File: src/rtl/mmio_pkg.sv
// Shared definitions for the memory-mapped LED PWM block: register offsets,
// funct3 access-size codes, the duty type and the DUTY register layout.
`timescale 1ns/1ps
package mmio_pkg;

    localparam int unsigned DATA_W = 32;

    // Register offsets within the 16-byte window
    localparam logic [3:0] DUTY_OFS   = 4'h0;
    localparam logic [3:0] CTRL_OFS   = 4'h4;
    localparam logic [3:0] STAT_OFS   = 4'h8;
    localparam logic [3:0] MILLIS_OFS = 4'hC;

    // funct3 access size / sign codes
    localparam logic [2:0] F3_B  = 3'b000;
    localparam logic [2:0] F3_H  = 3'b001;
    localparam logic [2:0] F3_W  = 3'b010;
    localparam logic [2:0] F3_BU = 3'b100;
    localparam logic [2:0] F3_HU = 3'b101;

    typedef logic [7:0] pwm_duty_t;

    // DUTY register layout, blue in the top byte
    typedef struct packed {
        pwm_duty_t blue;
        pwm_duty_t green;
        pwm_duty_t red;
        pwm_duty_t led;
    } duty_reg_t;

    // Replace the byte lanes of old_w selected by be with those of new_w
    function automatic logic [DATA_W-1:0] merge_bytes(
        input logic [DATA_W-1:0] old_w,
        input logic [DATA_W-1:0] new_w,
        input logic [3:0]        be
    );
        logic [DATA_W-1:0] r;
        r = old_w;
        for (int i = 0; i < 4; i++) begin
            if (be[i]) r[i*8 +: 8] = new_w[i*8 +: 8];
        end
        return r;
    endfunction

endpackage

File: src/rtl/pwm_channel.sv
// Single PWM channel: registered compare of the shared counter against a duty.
// Ports: i_clk, i_rst (async active-high), i_enable, i_cnt (shared pwm count),
//        i_duty (channel duty), o_pwm (registered channel drive).
`timescale 1ns/1ps
module pwm_channel
    import mmio_pkg::*;
(
    input  logic      i_clk,
    input  logic      i_rst,
    input  logic      i_enable,
    input  pwm_duty_t i_cnt,
    input  pwm_duty_t i_duty,
    output logic      o_pwm
);

    // High for duty counts out of 256; duty 0 never fires
    always_ff @(posedge i_clk or posedge i_rst) begin
        if (i_rst) begin
            o_pwm <= 1'b0;
        end else begin
            o_pwm <= i_enable && (i_cnt < i_duty);
        end
    end

endmodule

File: src/rtl/mmio_led_pwm.sv
// Memory-mapped 4-channel LED PWM controller on a RISC-V style data bus.
// Registers: DUTY (0x0), CTRL (0x4, enable + prescale), STAT (0x8, pwm_cnt),
// MILLIS (0xC, free-running millisecond counter when MMIO_LED_PWM_MILLIS_EN
// is defined, otherwise reads 0).
// Ports: clk, reset (async active-high), funct3 (access size/sign),
//        dmem_wren, dmem_address, dmem_data_in (store side),
//        dmem_data_out (registered load data, one-cycle latency),
//        led/red/green/blue (registered PWM drives).
`timescale 1ns/1ps
module mmio_led_pwm
    import mmio_pkg::*;
#(
    parameter logic [31:0] BASE_ADDR = 32'hFFFF_FF00,
    parameter int unsigned CLK_HZ    = 12_000_000
)(
    input  logic        clk,
    input  logic        reset,
    input  logic [2:0]  funct3,
    input  logic        dmem_wren,
    input  logic [31:0] dmem_address,
    input  logic [31:0] dmem_data_in,
    output logic [31:0] dmem_data_out,
    output logic        led,
    output logic        red,
    output logic        green,
    output logic        blue
);

    localparam logic [1:0] SEL_DUTY   = DUTY_OFS[3:2];
    localparam logic [1:0] SEL_CTRL   = CTRL_OFS[3:2];
    localparam logic [1:0] SEL_STAT   = STAT_OFS[3:2];
    localparam logic [1:0] SEL_MILLIS = MILLIS_OFS[3:2];

    duty_reg_t   r_duty;
    logic        r_enable;
    pwm_duty_t   r_prescale;
    pwm_duty_t   r_pre_cnt;
    pwm_duty_t   r_pwm_cnt;
    logic [31:0] r_millis_rd;

    logic        w_hit;
    logic [1:0]  w_sel;
    logic [1:0]  w_lane;
    logic        w_aligned;
    logic [3:0]  w_be;
    logic [31:0] w_wdata;
    logic        w_wr_en;
    logic        w_wr_duty;
    logic        w_wr_ctrl;
    logic [31:0] w_ctrl_rd;
    logic [31:0] w_ctrl_next;
    logic [31:0] w_rd_word;
    logic [7:0]  w_byte;
    logic [15:0] w_half;
    logic [31:0] w_rd_data;
    logic        w_tick;

    assign w_hit  = (dmem_address[31:4] == BASE_ADDR[31:4]);
    assign w_sel  = dmem_address[3:2];
    assign w_lane = dmem_address[1:0];

    // Alignment check shared by loads and stores; unknown codes count as misaligned
    always_comb begin
        w_aligned = 1'b0;
        case (funct3)
            F3_B, F3_BU: w_aligned = 1'b1;
            F3_H, F3_HU: w_aligned = ~w_lane[0];
            F3_W:        w_aligned = (w_lane == 2'b00);
            default:     w_aligned = 1'b0;
        endcase
    end

    // Store byte enables and lane-replicated store data
    always_comb begin
        w_be    = 4'b0000;
        w_wdata = dmem_data_in;
        case (funct3)
            F3_B: begin
                w_be    = 4'b0001 << w_lane;
                w_wdata = {4{dmem_data_in[7:0]}};
            end
            F3_H: begin
                if (w_aligned) w_be = w_lane[1] ? 4'b1100 : 4'b0011;
                w_wdata = {2{dmem_data_in[15:0]}};
            end
            F3_W: begin
                if (w_aligned) w_be = 4'b1111;
            end
            default: w_be = 4'b0000;
        endcase
    end

    assign w_wr_en     = dmem_wren && w_hit && (w_be != 4'b0000);
    assign w_wr_duty   = w_wr_en && (w_sel == SEL_DUTY);
    assign w_wr_ctrl   = w_wr_en && (w_sel == SEL_CTRL);
    assign w_ctrl_rd   = {16'h0000, r_prescale, 7'h00, r_enable};
    assign w_ctrl_next = merge_bytes(w_ctrl_rd, w_wdata, w_be);

    // Register read mux (current register values, so a same-cycle store is not visible)
    always_comb begin
        w_rd_word = 32'h0000_0000;
        case (w_sel)
            SEL_DUTY:   w_rd_word = r_duty;
            SEL_CTRL:   w_rd_word = w_ctrl_rd;
            SEL_STAT:   w_rd_word = {24'h000000, r_pwm_cnt};
            SEL_MILLIS: w_rd_word = r_millis_rd;
            default:    w_rd_word = 32'h0000_0000;
        endcase
    end

    assign w_byte = w_rd_word[{w_lane, 3'b000} +: 8];
    assign w_half = w_lane[1] ? w_rd_word[31:16] : w_rd_word[15:0];

    // Lane extraction with sign/zero extension; misses and misaligned loads give 0
    always_comb begin
        w_rd_data = 32'h0000_0000;
        if (w_hit && w_aligned) begin
            case (funct3)
                F3_B:    w_rd_data = {{24{w_byte[7]}}, w_byte};
                F3_BU:   w_rd_data = {24'h000000, w_byte};
                F3_H:    w_rd_data = {{16{w_half[15]}}, w_half};
                F3_HU:   w_rd_data = {16'h0000, w_half};
                F3_W:    w_rd_data = w_rd_word;
                default: w_rd_data = 32'h0000_0000;
            endcase
        end
    end

    // Bus-visible registers and load data
    always_ff @(posedge clk or posedge reset) begin
        if (reset) begin
            r_duty        <= '0;
            r_enable      <= 1'b0;
            r_prescale    <= '0;
            dmem_data_out <= 32'h0000_0000;
        end else begin
            if (w_wr_duty) r_duty <= merge_bytes(r_duty, w_wdata, w_be);
            if (w_wr_ctrl) begin
                r_enable   <= w_ctrl_next[0];
                r_prescale <= w_ctrl_next[15:8];
            end
            dmem_data_out <= w_rd_data;
        end
    end

    assign w_tick = r_enable && (r_pre_cnt == r_prescale);

    // Prescaler and PWM counter; a CTRL store restarts both, disable freezes both
    always_ff @(posedge clk or posedge reset) begin
        if (reset) begin
            r_pre_cnt <= '0;
            r_pwm_cnt <= '0;
        end else if (w_wr_ctrl) begin
            r_pre_cnt <= '0;
            r_pwm_cnt <= '0;
        end else if (r_enable) begin
            if (w_tick) begin
                r_pre_cnt <= '0;
                r_pwm_cnt <= r_pwm_cnt + 8'd1;
            end else begin
                r_pre_cnt <= r_pre_cnt + 8'd1;
            end
        end
    end

    logic w_unused_ctrl;
    assign w_unused_ctrl = ^{w_ctrl_next[31:16], w_ctrl_next[7:1]};

`ifdef MMIO_LED_PWM_MILLIS_EN
    localparam int unsigned MS_DIV   = (CLK_HZ / 1000 > 0) ? (CLK_HZ / 1000) : 1;
    localparam int unsigned MS_DIV_W = (MS_DIV > 1) ? $clog2(MS_DIV) : 1;

    logic [MS_DIV_W-1:0] r_ms_div;
    logic [31:0]         r_millis;
    logic                w_wr_millis;

    // Only a full aligned word store preloads MILLIS
    assign w_wr_millis = w_wr_en && (w_sel == SEL_MILLIS) && (w_be == 4'b1111);

    // Millisecond counter, runs regardless of enable
    always_ff @(posedge clk or posedge reset) begin
        if (reset) begin
            r_ms_div <= '0;
            r_millis <= 32'h0000_0000;
        end else if (w_wr_millis) begin
            r_ms_div <= '0;
            r_millis <= dmem_data_in;
        end else if (r_ms_div == MS_DIV_W'(MS_DIV - 1)) begin
            r_ms_div <= '0;
            r_millis <= r_millis + 32'd1;
        end else begin
            r_ms_div <= r_ms_div + MS_DIV_W'(1);
        end
    end

    assign r_millis_rd = r_millis;
`else
    logic w_unused_clk_hz;
    assign w_unused_clk_hz = ^CLK_HZ;
    assign r_millis_rd     = 32'h0000_0000;
`endif

    pwm_channel u_led (
        .i_clk    (clk),
        .i_rst    (reset),
        .i_enable (r_enable),
        .i_cnt    (r_pwm_cnt),
        .i_duty   (r_duty.led),
        .o_pwm    (led)
    );

    pwm_channel u_red (
        .i_clk    (clk),
        .i_rst    (reset),
        .i_enable (r_enable),
        .i_cnt    (r_pwm_cnt),
        .i_duty   (r_duty.red),
        .o_pwm    (red)
    );

    pwm_channel u_green (
        .i_clk    (clk),
        .i_rst    (reset),
        .i_enable (r_enable),
        .i_cnt    (r_pwm_cnt),
        .i_duty   (r_duty.green),
        .o_pwm    (green)
    );

    pwm_channel u_blue (
        .i_clk    (clk),
        .i_rst    (reset),
        .i_enable (r_enable),
        .i_cnt    (r_pwm_cnt),
        .i_duty   (r_duty.blue),
        .o_pwm    (blue)
    );

endmodule

File: config.mk
export PLATFORM = sky130hd
export DESIGN_NAME = mmio_led_pwm
export DESIGN_NICKNAME = d
export VERILOG_FILES = /design/src/rtl/mmio_pkg.sv /design/src/rtl/pwm_channel.sv /design/src/rtl/mmio_led_pwm.sv
export SDC_FILE = /design/constraint.sdc
export NUM_CORES = 1
export LEC_CHECK = 0
export CAP_MARGIN = 20
export CORE_MARGIN = 5
export CORE_UTILIZATION = 40
export CTS_CLUSTER_DIAMETER = 40
export DETAILED_ROUTE_END_ITERATION = 8
export SLEW_MARGIN = 20
export SYNTH_ARGS = -nofsm -noshare
export SYNTH_HDL_FRONTEND = slang
export SYNTH_SLANG_ARGS = --single-unit
File: constraint.sdc
create_clock -name clk -period 7 [get_ports clk]
set_input_delay 2.1 -clock clk [delete_from_list [all_inputs] [get_ports clk]]
set_output_delay 2.1 -clock clk [all_outputs]
set_load 0.02 [all_outputs]
==> results of run 1 <==
==> critical path, stage by stage <==
cell,delay (ns)
clkdlybuf4s50_1,1.08
mux2i_1,0.33
nor3_1,0.08
o311a_1,0.35
nor2_1,0.84
a21oi_1,0.17
==> layout by cell type, fill, tap and decap left out, types with 13 or more instances in the layout <==
master and n:
ha_1 30, mux2i_1 51, nor2_1 41, clkdlybuf4s50_1 105, dfrtp_1 93, inv_1 31
a21oi_1 42, nand2_1 47, a22oi_1 13, nand3_1 18, o21ai_0 33, mux2_2 26
xnor2_1 13
==> metal layers <==
metal  up-vias  wire (um)  part of all wire
li1       2289          -                 -
met1      2285       7060              0.44
met2       134       7980              0.49
met3        30        834             0.051
met4         0        337             0.021
met5         -          0                 0
==> metrics by stage <==
step	instance area [um^2]	utilization	power (uW)	setup WS [ns]	instances
floorplan	5700	-	608	2.48	594
global placement	6830	0.490	664	2.00	846
detailed placement	6830	0.490	666	1.90	846
CTS	7110	0.510	1130	2.27	862
global route	7110	0.510	1160	2.02	862
finish	7110	0.510	1120	2.22	862
==> final cells by class <==
cell class	count	area, um^2
clock buffer	10	239
clock inverter	6	38.8
multi-input combinational	431	3070
timing repair buffer	110	1090
fill	1255	6820
inverter	32	121
sequential	93	2330
tap	180	225
==> final timing paths <==
kind                                     end  slack, ns  depth (start not counted)
setup reg to reg           dmem_data_out[24]       4.60                          5
min in group asynchronous   dmem_data_out[3]       2.08                          2
setup / recovery           dmem_data_out[24]       2.22                          6
hold / removal                     r_duty[0]       0.54                          1
hold reg to reg                    r_duty[0]       0.54                          1
max in group asynchronous       r_pwm_cnt[0]       3.71                          3
==> kinds of logic after synthesis <==
family	Yosys count	synth area share
flip-flops	93	0.408
adder cells (fa/ha/maj)	30	0.0659
AND/OR/NAND/NOR	179	0.166
XOR/XNOR	14	0.0215
buffers and inverters	70	0.0538
AO/OA/AOI/OAI	130	0.141
multiplexers	78	0.144
==> report_power, final <==
| part | internal (uW) | leakage, uW | total, uW | switching (uW) |
|---|---|---|---|---|
| registers | 537 | 0.00118 | 537 | 0.0000111 |
| clock network | 249 | 0.000134 | 463 | 214 |
| logic | 57.9 | 0.00173 | 118 | 60.2 |
==> sequential cells by signal, summed over array words and instances (netlist names) <==
signal,cells
u_green.o_pwm,1
r_duty,32
u_blue.o_pwm,1
dmem_data_out,32
u_led.o_pwm,1
r_prescale,8
r_pre_cnt,8
r_pwm_cnt,8
r_enable,1
u_red.o_pwm,1
==> reports/qor.yml, run 1 <==
cts.htree.levels: 3
syn_area_per_cell_um2: 9.59
p_leak_uw: 0.00305
vias_per_cell: 5.50
gp_congestion: 0.858
cp-start-kind: "primary input"
fin_nets: 777
root_buffer: "clkbuf_16"
syn_nets: 694
io_buffers: 105
yosys.area.top_type: "dfrtp_1"
met1_usage: 0.260
drcViolationCount: 0
fin_skew_ns: 0.0103
synth_edf_count: 0
drv_slew: 0
setup_tns_ns: 0
maxCapViolations: 0
peakVddDrop_mv: 0.126
yosys_warnings: 0
busiest_layer: "met2"
grt_use_total: 0.200
area_growth_pct: 24.8
power_density_mw_per_mm2: 157
core-area_mm2: 0.0139
yosys.area.top_type_share: 0.408
synth-main-ff-cell: "dfrtp_1"
yosysMostFrequentCell: "dfrtp_1"
gr-usage-met3: 0.0408
cts_resized: 0
vias: 4738
overflow: 0
grt_start_max_net_pins: 65
cts_buffers: 9
synth-seq-cells: 93
hold_class: "reg2reg"
syn_inst: 594
synthArstFlopShare: 1.00
diodes: 0
antenna_found_initial: 0
synth_cell_types: 57
status: "finished, final reports clean"
rsz0062_at_grt: "no"
synth_area_leaders: "dfrtp_1, mux2i_1, ha_1"
drive_gt1_frac: 0.0909
pin_count: 106
cp_data_required_time_ns: 7.17
dp_hpwl_mm: 12.3
path_class: "in2reg"
arrival_ns: 4.95
slew-limit-headroom: 0.280
totalWireLength_mm: 16.2
r2r_start: "r_prescale[7]"
initial_core_util: 0.409
clock_path_buffers: 2
grt_pass1_wl_mm: 25.9
antenna_left: 0
setup_viol: 0
hold_start: "r_duty[0]"
num_rows: 43
hold_buffers: 0
clock_latency_ns: 0.35
die_y_um: 129
wl_per_cell_um: 18.8
die_w_um: 129
cts_num_sinks: 93
cts_tree: "done"
final_hold_viol_count: 0
layout_min_cycle_time_ns: 4.78
timing.final.crit_share: 0.683
clk_pin_slew_worst_paths_ns: 0.07
startpoint: "dmem_address[3]"
cts_setup_buffers: 0
use_met2: 0.337
yosysSeqAreaShare: 0.408
die_area_mm2: 0.0167
fin_hold_ws_ns: 0.542
crit_fanout: 23
synth_area_mm2: 0.00570
end_kind: "register"
grt_pass1_vias: 4714
dr.first_iter.drc_count: 406
synthTopCellsByCount: "dfrtp_1, mux2i_1, nand2_1"
max_freq_mhz: 209
first_pass_iters: 5
tightest_slew_ns: 1.08
No activity file was read; power rests on OpenSTA's default activity.
==> run 2: changes to the inputs <==
- clock period: 7 -> 4.7 ns (I/O delays scaled with it)
==> reports/qor.yml, run 2 (synthesis gave the netlist of run 1 again) <==
status: "finished, final reports clean"
grt_use_total: 0.195
dr.first_iter.drc_count: 294
layout_min_cycle_time_ns: 3.65
drcViolationCount: 0
r2r_end: "r_pwm_cnt[2]"
slowest_stage: "or4b_4"
final_hold_viol_count: 0
fin_skew_ns: 0.00916
clock_latency_ns: 0.35
cts_resized: 0
setup_viol: 0
crit_buf_inv: 1
area_growth_pct: 26.7
end_kind: "register"
io_buffers: 105
totalWireLength_mm: 15.9
drv_slew: 0
grt_start_max_net_pins: 48
hold_class: "reg2reg"
crit_fanout: 8
regToRegSetupSlack_ns: 2.54
top_regs: "dmem_data_out (32), r_duty (32)"
cts_setup_buffers: 0
timing.final.crit_share: 0.778
diodes: 0
grt_pass1_vias: 4714
cts.htree.levels: 3
cp_data_required_time_ns: 4.93
cts_buffers: 9
cts_num_sinks: 93
drive_gt1_frac: 0.0999
p_leak_uw: 0.00311
hold_buffers: 0
core-area_mm2: 0.0139
n_fill_cell: 1253
first_pass_iters: 5
multiInputGateArea_mm2: 0.00307
slowest_delay_ns: 0.54
slew-limit-headroom: 0.463
path_delay_family: "simple AND/OR/NAND/NOR gates"
cts_tree: "done"
power_density_mw_per_mm2: 239
initial_core_util: 0.409
dp_hpwl_mm: 12.3
fin_hold_ws_ns: 0.538
vias: 4754
overflow: 0
final_core_util: 0.518
hold_start: "r_duty[11]"
max_freq_mhz: 274
crit_chain: "clkdlybuf4s50_1 > or4b_4 > nor4_4 > and2_1 > nand4b_2 > mux2_4"
r2r_start: "r_enable"
fin_nets: 786
place_area_mm2: 0.00691
rsz0062_at_grt: "no"
pin_count: 106
wl_per_cell_um: 18.3
final_common_cell: "clkdlybuf4s50_1"
clk_pin_slew_worst_paths_ns: 0.06
tightest_slew_ns: 0.805
path_depth: 6
fin_area_mm2: 0.00722
antenna_left: 0
root_buffer: "clkbuf_16"
final_cell_mix: "clkdlybuf4s50_1, dfrtp_1, mux2i_1"
grt_pass1_wl_mm: 25.3
num_rows: 43
min_path_cells: 1
die_area_mm2: 0.0167
maxCapViolations: 0
min_to: "r_duty[11]"
die_y_um: 129
peakVddDrop_mv: 0.184
setup_tns_ns: 0
gp_congestion: 0.887
cp-start-kind: "primary input"
antenna_found_initial: 0
arrival_ns: 3.89
vias_per_cell: 5.46
seqCellArea_mm2: 0.00233
die_w_um: 129
ff2ff_path_depth: 5
path_class: "in2reg"
clock_path_buffers: 2
==> run 2: cell count changes in the layout (fill, tap and decap cells not counted), sizes merged <==
cell      before  now
clkinv         5    3
clkinvlp       2    0
bufinv         0    1
clkbuf        10   13
buf            5   14
==> run 2: layout make-up <==
cell class                 count  share of cell area
multi-input combinational    431               0.426
sequential                    93               0.322
timing repair buffer         119               0.162
clock buffer                  13              0.0360
tap                          180              0.0312
inverter                      32              0.0168
clock inverter                 3             0.00607
==> run 2: per-layer routing <==
layer / up-vias / global-route usage / wire length (um)
li1: 2305 / - / -
met1: 2297 / 0.250 / 6970
met2: 123 / 0.331 / 7830
met3: 29 / 0.0387 / 774
met4: 0 / 0.0630 / 354
met5: - / 0 / 0
==> run 2: report_power, final <==
part           switching (uW)  total [uW]  internal, uW
Sequential          0.0000171         800           800
Combinational            91.6         182          90.9
Clock                     303         745           442
==> run 2: worst max-delay path by stage <==
stage | startpoint | end
5_1_grt | dmem_address[5] | r_duty[16]
3_5_place_dp | dmem_address[5] | r_duty[16]
2_1_floorplan | reset | dmem_data_out[0]
4_1_cts | dmem_address[5] | r_duty[16]
6_report | dmem_address[5] | r_duty[16]
3_3_place_gp | dmem_address[5] | r_duty[16]
==> run 2: through the flow <==
step,setup slack [ns],instances,total power [uW]
6_report,1.05,871,1730
3_3_place_gp,0.769,855,996
2_1_floorplan,0.870,594,905
4_1_cts,1.07,871,1740
3_5_place_dp,0.701,855,998
5_1_grt,0.955,871,1780
==> run 3: changes to the inputs <==
- PLACE_DENSITY: default -> 0.66
- clock period: 4.7 -> 3.1 ns (I/O delays scaled with it)
==> reports/qor.yml, run 3 (synthesis gave the netlist of run 1 again) <==
status: "finished, final reports clean"
crit_chain: "clkdlybuf4s50_1 > or4b_4 > nor4_4 > and2_1 > buf_4 > nand3b_4 > mux2_2"
grt_start_max_net_pins: 94
final_core_util: 0.530
cts_resized: 0
p_leak_uw: 0.00319
dp.cells: 873
totalWireLength_mm: 15.7
antenna_left: 0
fin_skew_ns: 0.00613
clock_path_buffers: 2
wl_per_cell_um: 17.7
io_buffers: 105
cts_buffers: 9
antenna_found_initial: 0
core-area_mm2: 0.0139
timing.final.crit_share: 0.930
drv_slew: 0
path_delay_family: "simple AND/OR/NAND/NOR gates"
fin_nets: 804
vias_per_cell: 5.34
final_cell_count_no_fill: 889
clock_latency_ns: 0.34
gp_congestion: 0.898
path_class: "in2reg"
grt_pass1_vias: 4854
cts.htree.levels: 3
power_density_mw_per_mm2: 352
cts_num_sinks: 93
root_buffer: "clkbuf_16"
pin_count: 106
rsz0062_at_grt: "no"
slowest_stage: "or4b_4"
hold_buffers: 0
peakVddDrop_mv: 0.204
slew-limit-headroom: 0.677
diodes: 0
final_common_cell: "clkdlybuf4s50_1"
dp_hpwl_mm: 12.4
clk_pin_slew_worst_paths_ns: 0.07
grt_pass1_wl_mm: 25.6
regToRegSetupSlack_ns: 1.24
max_freq_mhz: 347
maxCapViolations: 0
tightest_slew_ns: 0.484
hold_class: "reg2reg"
die_y_um: 129
end_kind: "register"
initial_core_util: 0.409
crit_buf_inv: 2
drcViolationCount: 0
final_cell_mix: "clkdlybuf4s50_1, dfrtp_1, mux2i_1"
cp-start-kind: "primary input"
top_regs: "dmem_data_out (32), r_duty (32)"
cts_setup_buffers: 0
overflow: 0
grt_use_total: 0.194
cts_tree: "done"
setup_viol: 0
final_hold_viol_count: 0
cp_data_required_time_ns: 3.33
drive_gt1_frac: 0.123
layout_min_cycle_time_ns: 2.88
vias: 4750
dr.first_iter.drc_count: 363
area_growth_pct: 29.6
die_w_um: 129
slowest_delay_ns: 0.54
arrival_ns: 3.11
setup_tns_ns: 0
crit_fanout: 8
die_area_mm2: 0.0167
num_rows: 43
first_pass_iters: 4
## run 3: through the flow
stage | setup slack, ns | total power, uW | instance area [um^2] | hold slack, ns
CTS | 0.223 | 2630 | 7390 | 0.541
global placement | -0.0928 | 1520 | 7080 | 0.514
floorplan | 0.398 | 1370 | 5700 | 0.501
global route | 0.0892 | 2700 | 7390 | 0.561
detailed placement | -0.139 | 1520 | 7080 | 0.526
finish | 0.218 | 2600 | 7390 | 0.539
## run 3: worst register-to-register path, cell delays in order, from the launching register on
cell and delay [ns]:
dfrtp_1 0.42, xnor2_1 0.20, nand3_1 0.22, nor3_1 0.23, buf_4 0.22, nor2_1 0.07
a2111oi_0 0.36
## run 3: where the power goes
group	internal (uW)	leakage [uW]	switching [uW]	total (uW)
Clock	647	0.000134	455	1100
Combinational	147	0.00188	141	287
Sequential	1210	0.00118	0.0000257	1210
## run 3: final cells by class
cell class                 count  area, um^2
clock buffer                  11         243
clock inverter                 5        60.1
fill                        1234        6550
inverter                      32         124
multi-input combinational    431        3070
sequential                    93        2330
tap                          180         225
timing repair buffer         137        1340
## run 3: final timing paths
check | startpoint | endpoint | cells after the start
worst max-delay path | dmem_address[5] | r_prescale[7] | 7
max in group asynchronous | reset | r_pwm_cnt[6] | 3
worst min-delay path | r_duty[6] | r_duty[6] | 1
min in group asynchronous | reset | dmem_data_out[21] | 3
worst min register to register | r_duty[6] | r_duty[6] | 1
worst max register to register | r_prescale[7] | r_pwm_cnt[2] | 6
## run 3: routing by layer
layer | global-route usage | wire length (um) | vias to the layer above
met5 | 0 | 0 | -
met4 | 0.0544 | 315 | 0
met3 | 0.0330 | 722 | 21
met2 | 0.337 | 7970 | 111
met1 | 0.252 | 6730 | 2268
li1 | - | - | 2350
